[src/rtl/dpsk_pkg.sv]
// Shared DPSK modulator constants and FSM state type.
package dpsk_pkg;

  localparam int unsigned PHASE_W  = 34;
  localparam int unsigned LUT_AW   = 6;
  localparam int unsigned SAMPLE_W = 8;

  // 6 MHz carrier at 32 MHz clk; the receiver uses the same increment
  localparam logic [PHASE_W-1:0] PHASE_INC_DEF = 34'd3221225472;

  typedef enum logic [1:0] {
    ST_IDLE,
    ST_LEAD,
    ST_DATA
  } state_t;

endpackage

[src/rtl/dpsk_sin_lut.sv]
// 64-entry signed sine table, round(127*sin(2*pi*k/64)), registered read.
module dpsk_sin_lut
  import dpsk_pkg::*;
(
  input  logic                       clk,
  input  logic                       rst,
  input  logic [LUT_AW-1:0]          i_addr,
  output logic signed [SAMPLE_W-1:0] o_data
);

  logic signed [SAMPLE_W-1:0] w_val;
  logic signed [SAMPLE_W-1:0] r_data;

  always_comb begin
    w_val = '0;
    case (i_addr)
      6'd0:  w_val =  8'sd0;   6'd1:  w_val =  8'sd12;  6'd2:  w_val =  8'sd25;  6'd3:  w_val =  8'sd37;
      6'd4:  w_val =  8'sd49;  6'd5:  w_val =  8'sd60;  6'd6:  w_val =  8'sd71;  6'd7:  w_val =  8'sd81;
      6'd8:  w_val =  8'sd90;  6'd9:  w_val =  8'sd98;  6'd10: w_val =  8'sd106; 6'd11: w_val =  8'sd112;
      6'd12: w_val =  8'sd117; 6'd13: w_val =  8'sd122; 6'd14: w_val =  8'sd125; 6'd15: w_val =  8'sd126;
      6'd16: w_val =  8'sd127; 6'd17: w_val =  8'sd126; 6'd18: w_val =  8'sd125; 6'd19: w_val =  8'sd122;
      6'd20: w_val =  8'sd117; 6'd21: w_val =  8'sd112; 6'd22: w_val =  8'sd106; 6'd23: w_val =  8'sd98;
      6'd24: w_val =  8'sd90;  6'd25: w_val =  8'sd81;  6'd26: w_val =  8'sd71;  6'd27: w_val =  8'sd60;
      6'd28: w_val =  8'sd49;  6'd29: w_val =  8'sd37;  6'd30: w_val =  8'sd25;  6'd31: w_val =  8'sd12;
      6'd32: w_val =  8'sd0;   6'd33: w_val = -8'sd12;  6'd34: w_val = -8'sd25;  6'd35: w_val = -8'sd37;
      6'd36: w_val = -8'sd49;  6'd37: w_val = -8'sd60;  6'd38: w_val = -8'sd71;  6'd39: w_val = -8'sd81;
      6'd40: w_val = -8'sd90;  6'd41: w_val = -8'sd98;  6'd42: w_val = -8'sd106; 6'd43: w_val = -8'sd112;
      6'd44: w_val = -8'sd117; 6'd45: w_val = -8'sd122; 6'd46: w_val = -8'sd125; 6'd47: w_val = -8'sd126;
      6'd48: w_val = -8'sd127; 6'd49: w_val = -8'sd126; 6'd50: w_val = -8'sd125; 6'd51: w_val = -8'sd122;
      6'd52: w_val = -8'sd117; 6'd53: w_val = -8'sd112; 6'd54: w_val = -8'sd106; 6'd55: w_val = -8'sd98;
      6'd56: w_val = -8'sd90;  6'd57: w_val = -8'sd81;  6'd58: w_val = -8'sd71;  6'd59: w_val = -8'sd60;
      6'd60: w_val = -8'sd49;  6'd61: w_val = -8'sd37;  6'd62: w_val = -8'sd25;  6'd63: w_val = -8'sd12;
      default: w_val = '0;
    endcase
  end

  always_ff @(posedge clk) begin
    if (rst) r_data <= '0;
    else     r_data <= w_val;
  end

  assign o_data = r_data;

endmodule

[src/rtl/dpsk_mod.sv]
// DPSK modulator: lead symbols, differentially encoded data, NCO sine carrier.
module dpsk_mod
  import dpsk_pkg::*;
#(
  parameter int unsigned          SYM_CYCLES = 32,
  parameter int unsigned          N_LEAD     = 4,
  parameter logic [PHASE_W-1:0]   PHASE_INC  = PHASE_INC_DEF
) (
  input  logic                       clk,
  input  logic                       rst,
  input  logic                       din,
  input  logic                       din_valid,
  output logic                       din_ready,
  output logic signed [SAMPLE_W-1:0] dout,
  output logic                       dout_valid,
  output logic                       busy
);

  localparam logic [15:0] SYM_LAST  = 16'(SYM_CYCLES - 1);
  localparam logic [7:0]  LEAD_LAST = 8'(N_LEAD - 1);

  logic [PHASE_W-1:0]         r_phase;
  state_t                     r_state, w_state_nx;
  logic [15:0]                r_sym_cnt, w_sym_cnt_nx;
  logic [7:0]                 r_lead_cnt, w_lead_cnt_nx;
  logic                       r_enc, w_enc_nx;
  logic                       w_bnd, w_ready;
  logic signed [SAMPLE_W-1:0] w_lut;
  logic                       r_flag1, r_enc1;
  logic signed [SAMPLE_W-1:0] r_dout;
  logic                       r_dout_valid;

  // Free-running NCO, independent of the FSM
  always_ff @(posedge clk) begin
    if (rst) r_phase <= '0;
    else     r_phase <= r_phase + PHASE_INC;
  end

  always_ff @(posedge clk) begin
    if (rst) begin
      r_state    <= ST_IDLE;
      r_sym_cnt  <= '0;
      r_lead_cnt <= '0;
      r_enc      <= 1'b0;
    end else begin
      r_state    <= w_state_nx;
      r_sym_cnt  <= w_sym_cnt_nx;
      r_lead_cnt <= w_lead_cnt_nx;
      r_enc      <= w_enc_nx;
    end
  end

  always_comb begin
    w_state_nx    = r_state;
    w_sym_cnt_nx  = r_sym_cnt;
    w_lead_cnt_nx = r_lead_cnt;
    w_enc_nx      = r_enc;
    w_ready       = 1'b0;
    w_bnd         = (r_sym_cnt == SYM_LAST);
    case (r_state)
      ST_IDLE: begin
        w_enc_nx = 1'b0;
        if (din_valid) begin
          w_state_nx    = ST_LEAD;
          w_sym_cnt_nx  = '0;
          w_lead_cnt_nx = '0;
        end
      end
      ST_LEAD: begin
        if (w_bnd) begin
          w_sym_cnt_nx = '0;
          if (r_lead_cnt == LEAD_LAST) w_ready = 1'b1;
          else                         w_lead_cnt_nx = r_lead_cnt + 8'd1;
        end else begin
          w_sym_cnt_nx = r_sym_cnt + 16'd1;
        end
      end
      ST_DATA: begin
        if (w_bnd) begin
          w_sym_cnt_nx = '0;
          w_ready      = 1'b1;
        end else begin
          w_sym_cnt_nx = r_sym_cnt + 16'd1;
        end
      end
      default: w_state_nx = ST_IDLE;
    endcase
    // Accept point: a new bit starts the next data symbol, no bit ends the frame
    if (w_ready) begin
      if (din_valid) begin
        w_state_nx = ST_DATA;
        w_enc_nx   = r_enc ^ din;
      end else begin
        w_state_nx = ST_IDLE;
        w_enc_nx   = 1'b0;
      end
    end
  end

  dpsk_sin_lut u_lut (
    .clk    (clk),
    .rst    (rst),
    .i_addr (r_phase[PHASE_W-1 -: LUT_AW]),
    .o_data (w_lut)
  );

  always_ff @(posedge clk) begin
    if (rst) begin
      r_flag1      <= 1'b0;
      r_enc1       <= 1'b0;
      r_dout       <= '0;
      r_dout_valid <= 1'b0;
    end else begin
      r_flag1      <= (r_state != ST_IDLE);
      r_enc1       <= r_enc;
      r_dout       <= r_flag1 ? (r_enc1 ? -w_lut : w_lut) : '0;
      r_dout_valid <= r_flag1;
    end
  end

  assign din_ready  = w_ready;
  assign dout       = r_dout;
  assign dout_valid = r_dout_valid;
  assign busy       = (r_state != ST_IDLE);

endmodule

[config.mk]
export PLATFORM = sky130hd
export DESIGN_NAME = dpsk_mod
export DESIGN_NICKNAME = d
export VERILOG_FILES = /design/src/rtl/dpsk_pkg.sv /design/src/rtl/dpsk_sin_lut.sv /design/src/rtl/dpsk_mod.sv
export SDC_FILE = /design/constraint.sdc
export NUM_CORES = 1
export LEC_CHECK = 0
export BUFFER_PORTS_ARGS = -buffer_cell sky130_fd_sc_hd__buf_2
export CAP_MARGIN = 20
export CORE_UTILIZATION = 50
export CTS_BUF_LIST = sky130_fd_sc_hd__clkbuf_4
export CTS_CLUSTER_DIAMETER = 80
export CTS_CLUSTER_SIZE = 12
export DETAILED_ROUTE_END_ITERATION = 8
export PLACE_DENSITY_LB_ADDON = 0.25
export SYNTH_ARGS = -nofsm -noshare
export SYNTH_HDL_FRONTEND = slang
export SYNTH_SLANG_ARGS = --single-unit
[constraint.sdc]
create_clock -name clk -period 2.8 [get_ports clk]
set_input_delay 0.56 -clock clk [delete_from_list [all_inputs] [get_ports clk]]
set_output_delay 0.56 -clock clk [all_outputs]
set_load 0.05 [all_outputs]
==> results of run 1 <==
-- layout by cell type, fill, tap and decap left out, drive strengths merged, types with 8 or more instances in the layout --
master / netlist / routed
nand3: 9 / 9
a21oi: 14 / 14
nor2: 19 / 19
nor4: 8 / 8
ha: 13 / 13
buf: 4 / 18
a211oi: 10 / 10
nand2: 19 / 19
nor3: 11 / 11
dfxtp: 50 / 50
xor2: 8 / 8
or3: 8 / 8
mux2i: 10 / 10
inv: 18 / 20
nand4: 15 / 15
-- state kept, by name (all words and copies together) (netlist names) --
name / cells
r_sym_cnt: 16
dout: 8
r_lead_cnt: 8
u_lut.o_data: 8
r_phase: 4
r_state: 2
dout_valid: 1
r_enc: 1
r_enc1: 1
r_flag1: 1
-- worst max-delay path, delay by kind of cell (launching register included) --
family | cells | cell delay (ns)
simple gates | 2 | 0.83
flops | 1 | 0.37
compound gates | 1 | 0.31
buf+inv | 1 | 0.24
-- final timing paths --
kind | start | endpoint | cells after the start
max | r_lead_cnt[4] | din_ready | 4
min | din | r_enc | 4
max reg2reg | r_sym_cnt[1] | r_sym_cnt[12] | 6
min reg2reg | u_lut.o_data[7] | dout[7] | 2
-- repair_timing --
item / 4_1_cts / 5_1_grt
setup buffers: 0 / 1
resized for setup: 2 / 5
pin swaps: 0 / 1
setup endpoints to repair: 1 / 1
hold buffers: 0 / 0
-- power by group through the flow --
stage	combinational (mW)	sequential (mW)	clock (mW)
2_1_floorplan	0.158	0.789	0
3_3_place_gp	0.198	0.793	0
3_5_place_dp	0.200	0.795	0
4_1_cts	0.202	0.779	0.376
5_1_grt	0.228	0.785	0.398
6_report	0.202	0.779	0.363
-- cell families (layout without fill, tap and decap cells) --
family | after synthesis | after routing
adder cells (fa/ha/maj) | 13 | 13
AND/OR/NAND/NOR | 123 | 123
buffers and inverters | 34 | 45
flip-flops | 50 | 50
XOR/XNOR | 15 | 15
multiplexers | 13 | 13
AO/OA/AOI/OAI | 51 | 51
-- cell type report --
| cell class | instances | area (µm²) | share of cell area, % |
|---|---|---|---|
| timing repair buffer | 19 | 110 | 3.88 |
| tap | 70 | 87.6 | 3.09 |
| clock inverter | 3 | 26.3 | 0.926 |
| sequential | 50 | 1000 | 35.3 |
| multi-input combinational | 215 | 1510 | 53.1 |
| inverter | 18 | 67.6 | 2.38 |
| clock buffer | 5 | 37.5 | 1.32 |
-- per-stage QoR --
stage / instance area (µm²) / setup slack (ns) / total power, mW / hold WS [ns] / utilization, %
final: 2840 / 0.105 / 1.34 / 0.485 / 55.9
after CTS: 2820 / 0.0206 / 1.36 / 0.470 / 55.6
after global placement: 2750 / 0.435 / 0.991 / 0.466 / 54.1
after global routing: 2840 / 0.0113 / 1.41 / 0.497 / 55.9
after detailed placement: 2750 / 0.384 / 0.995 / 0.478 / 54.1
after floorplan: 2630 / 0.492 / 0.948 / 0.455 / -
-- metal layers --
| layer | track usage [%] | up-vias |
|---|---|---|
| li1 | - | 1098 |
| met1 | 25.2 | 995 |
| met2 | 31.8 | 39 |
| met4 | 7.55 | 0 |
| met3 | 4.07 | 9 |
| met5 | 0 | - |
==> metrics.cfg, run 1 <==
[logic_synthesis]
netlist_instances = 299
syn_avg_cell_area_um2 = 8.78
synth_top_family_by_area = simple AND/OR/NAND/NOR gates
syn_nets = 316
synth_area_leaders = dfxtp_1 38%, ha_1 6.2%, mux2i_1 3.8%, nand4_1 3.3%, nand2_1 2.7%
synth-simple-area-share_pct = 26.8
yosysMostFrequentCell = dfxtp_1
syn_area_mm2 = 0.00263
ys_ff_latch = 50
synth_top_area_share_pct = 38.1
ys_top_cells_by_count = 50 x dfxtp_1, 19 x nand2_1, 19 x nor2_1, 18 x inv_1, 14 x nand4_1
synth_edf_count = 0
muxShareOfSynthArea_pct = 5.10
synth_adder_area_share_pct = 6.20
synth_cell_types = 47
synth_warnings = 0
yosysTopAreaCell = dfxtp_1
ys.flop_type = dfxtp_1
ys_seq_area_share_pct = 38.1
synth-compound-area-share_pct = 13.6
synth_xor_area_share_pct = 5.00
ys_async_sr_fraction_pct = 0

[floorplanning]
die_area_mm2 = 0.00554
boundaryPins = 15
die_h_um = 74.5
core_mm2 = 0.00507
fp-row-count = 26
die_w_um = 74.5
initial_core_util_pct = 51.7

[clocking]
cts.sinks = 50
cts-root-buf = clkbuf_4
insertion_delay_ns = 0.39
clkTransAtPathRegs_ns = 0.16
clockBufferDepth = 2
cts_inserted_buffers = 5
cts_tree = yes
h-tree-depth = 2

[setup_path]
start_kind = flop
crit_slowest_cell = or4_4
critical_path.cell_chain = or4_4 > o31ai_4 > and3_1 > clkbuf_4
worstPathRequired_ns = 2.24
crit_type = flop to output pin
critPathMaxFanout = 6
r2r_slack_ns = 0.59
endpoint_kind = output pin
crit_arrival_ns = 2.13
critPathMaxStageDelay_ns = 0.58

[detailed_routing]
vias = 2141
ant_nets = 0
first_iter_violations = 111
drc = 0
wl_per_cell_um = 13.5
maxUsedRoutingLayer = met4
met2WireLength_um = 2400
wl_um = 5130
met1_length_um = 2440
wl_met3_um = 184
dr.pass1.iters = 4
viasPerCell = 5.63

[global_route]
grt_overflow = 0
antenna_found_initial = 0
grt_pass1_vias = 1748
grt_max_degree = 26
grt_usage_pct = 19.5
grt_pass1_wl_um = 8160

[sta]
min_period_ns = 2.69
fin_crit_sh_pct = 96.2
final-max-slew-violation-count = 0
tightest_slew_ns = 0.840
finClkSkew_ns = 0.0118
setup_violations = 0
fmax_mhz = 371
tns_ns = 0
slew_headroom_pct = 43.7
hold_viol = 0
rsz0062_at_grt = no

[finish]
antennaDiodeCount = 0
drive_gt1_share_pct = 14.8
nNetsFinal = 326
fillers = 484
fin_cells = 380
syn_to_final_growth_pct = 8.06

[placement]
placed_cells = 371
port_buffers = 14
gp_congestion = 0.866
dp_hpwl_um = 3700

[power]
swShare_pct = 30.9
p_int_uw = 929
power.leakage_nw = 1.02
max-vdd-ir-drop_uv = 209
pwr-share-comb_pct = 15.0
power_frac_clock_pct = 27.0
p_sw_uw = 415
power_density_mw_per_mm2 = 474
p_seq_share_pct = 58.0

[flow_run]
drv_cap = 0

[worst_hold_path]
hold_path.class = primary input to flop

[run_status]
outcome = finished, final reports clean

Note: power is estimated with default switching activity, not from simulation.
==> run 2, diff against run 1 <==
Settings changed: CORE_UTILIZATION 50 to 40.
==> run 2 against run 1 <==
Critical endpoint unchanged. Clock power grew 44%. Critical path depth increased by 1. Non-clock buffer count up 1. Die area increased by 24%. Maximum frequency barely moved. Highest routed layer unchanged. Routed wire length rose by 1.7%. Largest cell class unchanged. Sequential cell count unchanged.
==> metrics.cfg, run 2 (synthesis results as in run 1) <==
[sta]
hold_viol = 0  ; unchanged
tightest_slew_ns = 0.793  ; -0.0474 ns
setup_violations = 0  ; unchanged
slew_headroom_pct = 46.9  ; +3.2 points
final-max-slew-violation-count = 0  ; unchanged
fin_crit_sh_pct = 96.2  ; about the same
min_period_ns = 2.69  ; -0.00179 ns
fmax_mhz = 371  ; about the same
finClkSkew_ns = 0.0124  ; +0.000600 ns

[setup_path]
critPathMaxFanout = 6  ; unchanged
crit_arrival_ns = 2.13  ; about the same
endpoint_kind = output pin
r2r_slack_ns = 0.60  ; about the same
crit_type = flop to output pin
start_kind = flop
worstPathRequired_ns = 2.24  ; about the same

[global_route]
grt_max_degree = 28  ; +7.7%
grt_pass1_wl_um = 8990  ; +10%
grt_usage_pct = 15.7  ; -3.8 points
grt_pass1_vias = 2006  ; +15%
grt_overflow = 0  ; unchanged
antenna_found_initial = 0  ; unchanged

[clocking]
clockBufferDepth = 2  ; unchanged
cts.sinks = 50  ; unchanged
holdBufCountCts = 0  ; unchanged
cts_tree = yes
cts-root-buf = clkbuf_4
insertion_delay_ns = 0.37  ; -0.02 ns
clkTransAtPathRegs_ns = 0.16  ; about the same
h-tree-depth = 2  ; unchanged
cts_inserted_buffers = 5  ; unchanged

[power]
p_sw_uw = 402  ; -3.1%
pwr-share-comb_pct = 13.5  ; -1.5 points
power_frac_clock_pct = 34.7  ; +7.7 points
power_density_mw_per_mm2 = 520  ; +9.8%
p_seq_share_pct = 51.9  ; -6.1 points
power.leakage_nw = 1.05  ; +2.5%
max-vdd-ir-drop_uv = 277  ; +33%
swShare_pct = 26.7  ; -4.2 points
p_int_mw = 1.10  ; +19%
p_total_mw = 1.50  ; +12%

[finish]
drive_gt1_share_pct = 15.1  ; +0.27 points
seq_area_mm2 = 0.00100  ; unchanged
layout_common_cells = 49 x dfxtp_1, 19 x nor2_1, 19 x nand2_1
multi_input_comb_area_mm2 = 0.00150  ; -0.17%
syn_to_final_growth_pct = 10.2
fin_area_mm2 = 0.00289  ; +2.0%
fillers = 598  ; +24%
regMostFlops = r_sym_cnt
largest_reg_flops = 16  ; unchanged
antennaDiodeCount = 0  ; unchanged
nNetsFinal = 327  ; +0.31%
final_common_cell = dfxtp_1

[detailed_routing]
vias = 2145  ; +0.19%
drc = 0  ; unchanged
ant_nets = 0  ; unchanged
viasPerCell = 5.53  ; -1.9%
first_iter_violations = 113  ; +1.8%
wl_um = 5220  ; +1.7%
dr.pass1.iters = 4  ; unchanged
wl_per_cell_um = 13.4  ; -0.38%

[placement]
dp_hpwl_um = 3700  ; about the same
gp_congestion = 0.891  ; +2.9%
port_buffers = 14  ; unchanged
placed_area_mm2 = 0.00275  ; +0.32%

[flow_run]
drv_cap = 0  ; unchanged

[floorplanning]
fp-row-count = 29  ; +12%
initial_core_util_pct = 41.3  ; -10 points
die_area_mm2 = 0.00689  ; +24%
die_h_um = 83.0  ; +11%
die_w_um = 83.0  ; +11%
core_mm2 = 0.00635  ; +25%
boundaryPins = 15  ; unchanged

[run_status]
outcome = finished, final reports clean

[worst_hold_path]
hold_path.class = flop to flop

run 2: cell count changes in the layout (fill, tap and decap cells not counted), sizes merged:
cell / delta
inv: -2
buf: +1
bufinv: +2
run 2: final timing paths:
kind / from / endpoint / cells past startpoint
worst max-delay path: r_sym_cnt[1] / din_ready / 5
worst min-delay path: r_sym_cnt[0] / r_sym_cnt[0] / 2
worst max register to register: r_sym_cnt[1] / r_sym_cnt[7] / 6
worst min register to register: r_sym_cnt[0] / r_sym_cnt[0] / 2
run 2: power by group through the flow:
stage	Combinational, mW	Sequential, mW	Clock, mW
floorplan	0.158	0.789	0
global placement	0.201	0.795	0
detailed placement	0.203	0.796	0
CTS	0.203	0.781	0.539
global route	0.230	0.787	0.566
finish	0.202	0.781	0.522
run 2: layout make-up:
type	instances	share of cell area [%]
Timing Repair Buffer	20	4.07
Clock inverter	3	2.38
Clock buffer	5	1.30
Inverter	18	2.34
Sequential cell	50	34.6
Multi-Input combinational cell	215	51.9
Tap cell	77	3.33
run 2: through the flow:
step	TNS (ns)	instances	hold WS [ns]	worst slack, ns	utilization (%)
2_1_floorplan	0	299	0.455	0.492	-
6_report	0	388	0.497	0.107	45.6
4_1_cts	0	386	0.494	0.0153	45.1
3_5_place_dp	0	378	0.479	0.393	43.4
5_1_grt	-0.00466	388	0.514	-0.00466	45.6
3_3_place_gp	0	378	0.467	0.443	43.4
run 2: metal layers:
| layer | share of wire (%) | wire [µm] | track usage (%) | vias to the layer above |
|---|---|---|---|---|
| met5 | 0 | 0 | 0 | - |
| met1 | 48 | 2520 | 20.0 | 997 |
| li1 | - | - | - | 1104 |
| met4 | 0.96 | 50 | 4.70 | 0 |
| met3 | 3.5 | 183 | 2.68 | 4 |
| met2 | 47 | 2460 | 26.9 | 40 |
run 2: timing repair:
| action | CTS | global route |
|---|---|---|
| endpoints found under the setup margin | 1 | 1 |
| buffers inserted | 0 | 2 |
| pin swaps | 0 | 1 |
| resized for setup | 1 | 5 |
run 2: critical path, cell delays in order (launching register included):
cell	delay, ns
dfxtp_1	0.41
ha_1	0.26
and4_2	0.31
and4_2	0.32
and3_1	0.21
clkbuf_4	0.24
==> run 3, diff against run 2 <==
--- a/config.mk
+++ b/config.mk
@@ -8,4 +8,5 @@
 export BUFFER_PORTS_ARGS = -buffer_cell sky130_fd_sc_hd__buf_2
 export CAP_MARGIN = 20
+export CORE_MARGIN = 1.5
 export CORE_UTILIZATION = 40
 export CTS_BUF_LIST = sky130_fd_sc_hd__clkbuf_4
@@ -13,5 +14,5 @@
 export CTS_CLUSTER_SIZE = 12
 export DETAILED_ROUTE_END_ITERATION = 8
-export PLACE_DENSITY_LB_ADDON = 0.25
+export PLACE_DENSITY = 0.65
 export SYNTH_ARGS = -nofsm -noshare
 export SYNTH_HDL_FRONTEND = slang
==> constraint.sdc (replaced) <==
create_clock -name clk -period 2.8 [get_ports clk]
set_input_delay 0.28 -clock clk [delete_from_list [all_inputs] [get_ports clk]]
set_output_delay 0.28 -clock clk [all_outputs]
set_load 0.05 [all_outputs]
==> run 3 against run 2 <==
Worst hold slack lost 0.29 ns. Cell area shrank 2.1%. Maximum frequency rose by 3.2%. Critical path depth rose by 1. Largest cell class unchanged. Largest power group unchanged. Highest routed layer unchanged.
==> metrics.cfg, run 3 (synthesis results as in run 1) <==
[floorplanning]
die_area_mm2 = 0.00706  ; +2.4%
core_mm2 = 0.00635  ; unchanged
fp-row-count = 29  ; unchanged
initial_core_util_pct = 41.3  ; unchanged
die_h_um = 84.0  ; +1.2%
die_w_um = 84.0  ; +1.2%
boundaryPins = 15  ; unchanged

[finish]
fin_cells = 385  ; -0.77%
nNetsFinal = 324  ; -0.92%
multi_input_comb_area_mm2 = 0.00149  ; -0.92%
drive_gt1_share_pct = 13.0  ; -2.1 points
largest_reg_flops = 16  ; unchanged
regMostFlops = r_sym_cnt
fillers = 613  ; +2.5%
fin_area_mm2 = 0.00283  ; -2.1%
seq_area_mm2 = 0.00100  ; -0.12%
final_common_cell = dfxtp_1
syn_to_final_growth_pct = 7.91
antennaDiodeCount = 0  ; unchanged
layout_common_cells = 50 x dfxtp_1, 19 x nor2_1, 19 x nand2_1

[power]
max-vdd-ir-drop_uv = 272  ; -1.9%
p_total_mw = 1.42  ; -5.4%
power_density_mw_per_mm2 = 502  ; -3.4%
power.leakage_nw = 1.02  ; -2.4%

[worst_hold_path]
hold_path.startpoint = din
whs_path_depth = 4  ; +2
hold_path.class = primary input to flop
hold_end = r_enc

[setup_path]
endpoint_kind = output pin
crit_arrival_ns = 2.33  ; +0.20 ns
critPathMaxFanout = 11  ; +5
worstPathRequired_ns = 2.52  ; +0.28 ns
r2r_slack_ns = 0.63  ; +0.03 ns
r2r_end = r_sym_cnt[15]
start_kind = flop
crit_type = flop to output pin
rr_worst_depth = 6  ; unchanged
r2r_start = r_state[0]

[clocking]
clkTransAtPathRegs_ns = 0.16  ; about the same
insertion_delay_ns = 0.37  ; about the same
holdBufCountCts = 0  ; unchanged
cts_tree = yes
cts-root-buf = clkbuf_4
postCtsSetupBuffers = 0  ; unchanged
cts_resized = 0  ; -1
h-tree-depth = 2  ; unchanged
cts.sinks = 50  ; unchanged
clockBufferDepth = 2  ; unchanged
cts_inserted_buffers = 5  ; unchanged

[sta]
fin_crit_sh_pct = 93.2  ; -3.0 points
timing.hold.ws_ns = 0.209  ; -0.288 ns
rsz0062_at_grt = no
setup_violations = 0  ; unchanged
slew_headroom_pct = 50.4  ; +3.5 points
fmax_mhz = 383  ; +3.2%
finClkSkew_ns = 0.00635  ; -0.00602 ns
tns_ns = 0  ; unchanged
final-max-slew-violation-count = 0  ; unchanged
tightest_slew_ns = 0.744  ; -0.0481 ns
hold_viol = 0  ; unchanged
min_period_ns = 2.61  ; -0.0838 ns

[placement]
dp_hpwl_um = 3630  ; -1.8%
gp_congestion = 0.860  ; -3.5%
placed_area_mm2 = 0.00275  ; -0.27%
placed_cells = 377  ; -0.26%
port_buffers = 14  ; unchanged

[detailed_routing]
vias = 2111  ; -1.6%
ant_nets = 0  ; unchanged
wl_um = 5130  ; -1.7%
wl_per_cell_um = 13.3  ; -0.96%
drc = 0  ; unchanged
viasPerCell = 5.48  ; -0.82%
dr.pass1.iters = 4  ; unchanged
first_iter_violations = 91  ; -19%

[global_route]
grt_pass1_vias = 2071  ; +3.2%
grt_usage_pct = 15.8  ; +0.17 points
antenna_found_initial = 0  ; unchanged
grt_max_degree = 43  ; +54%
grt_pass1_wl_um = 9290  ; +3.3%
grt_overflow = 0  ; unchanged

[run_status]
outcome = finished, final reports clean

[flow_run]
drv_cap = 0  ; unchanged

==> run 3: how the worst max path moves through the flow <==
stage,startpoint,to,cells after the start
3_5_place_dp,r_state[1],din_ready,6
4_1_cts,r_state[1],din_ready,6
6_report,r_state[1],din_ready,6
3_3_place_gp,r_state[0],r_sym_cnt[15],6
5_1_grt,r_state[1],din_ready,6
2_1_floorplan,r_lead_cnt[4],r_enc,4
==> run 3: layout make-up <==
cell class / count / share of cell area (%)
Multi-Input combinational cell: 215 / 52.6
Sequential cell: 50 / 35.3
Inverter: 18 / 2.39
Timing Repair Buffer: 17 / 3.27
Clock buffer: 5 / 1.33
Clock inverter: 3 / 1.72
Tap cell: 77 / 3.40
==> run 3: worst max-delay path: stages, from the launching register on <==
cell and delay, ns:
dfxtp_1 0.35, inv_1 0.07, ha_1 0.39, nand3b_1 0.23, o31ai_2 0.38, and3_1 0.26, buf_2 0.27
==> run 3: through the flow <==
stage	setup WS [ns]	util, %
6_report	0.191	44.6
5_1_grt	0.0222	44.6
4_1_cts	0.186	44.6
3_5_place_dp	0.644	43.3
3_3_place_gp	0.709	43.3
2_1_floorplan	0.757	-
==> run 3: routing by layer <==
metal | up-vias | global-route usage, % | wire length [µm]
li1 | 1093 | - | -
met1 | 974 | 20.3 | 2450
met2 | 35 | 26.5 | 2430
met3 | 9 | 3.17 | 169
met4 | 0 | 5.51 | 80
met5 | - | 0 | 0
==> run 3: where the power goes <==
group          internal [mW]  switching [mW]
sequential             0.742          0.0357
clock                  0.194           0.251
combinational         0.0790           0.121
total                   1.02           0.408
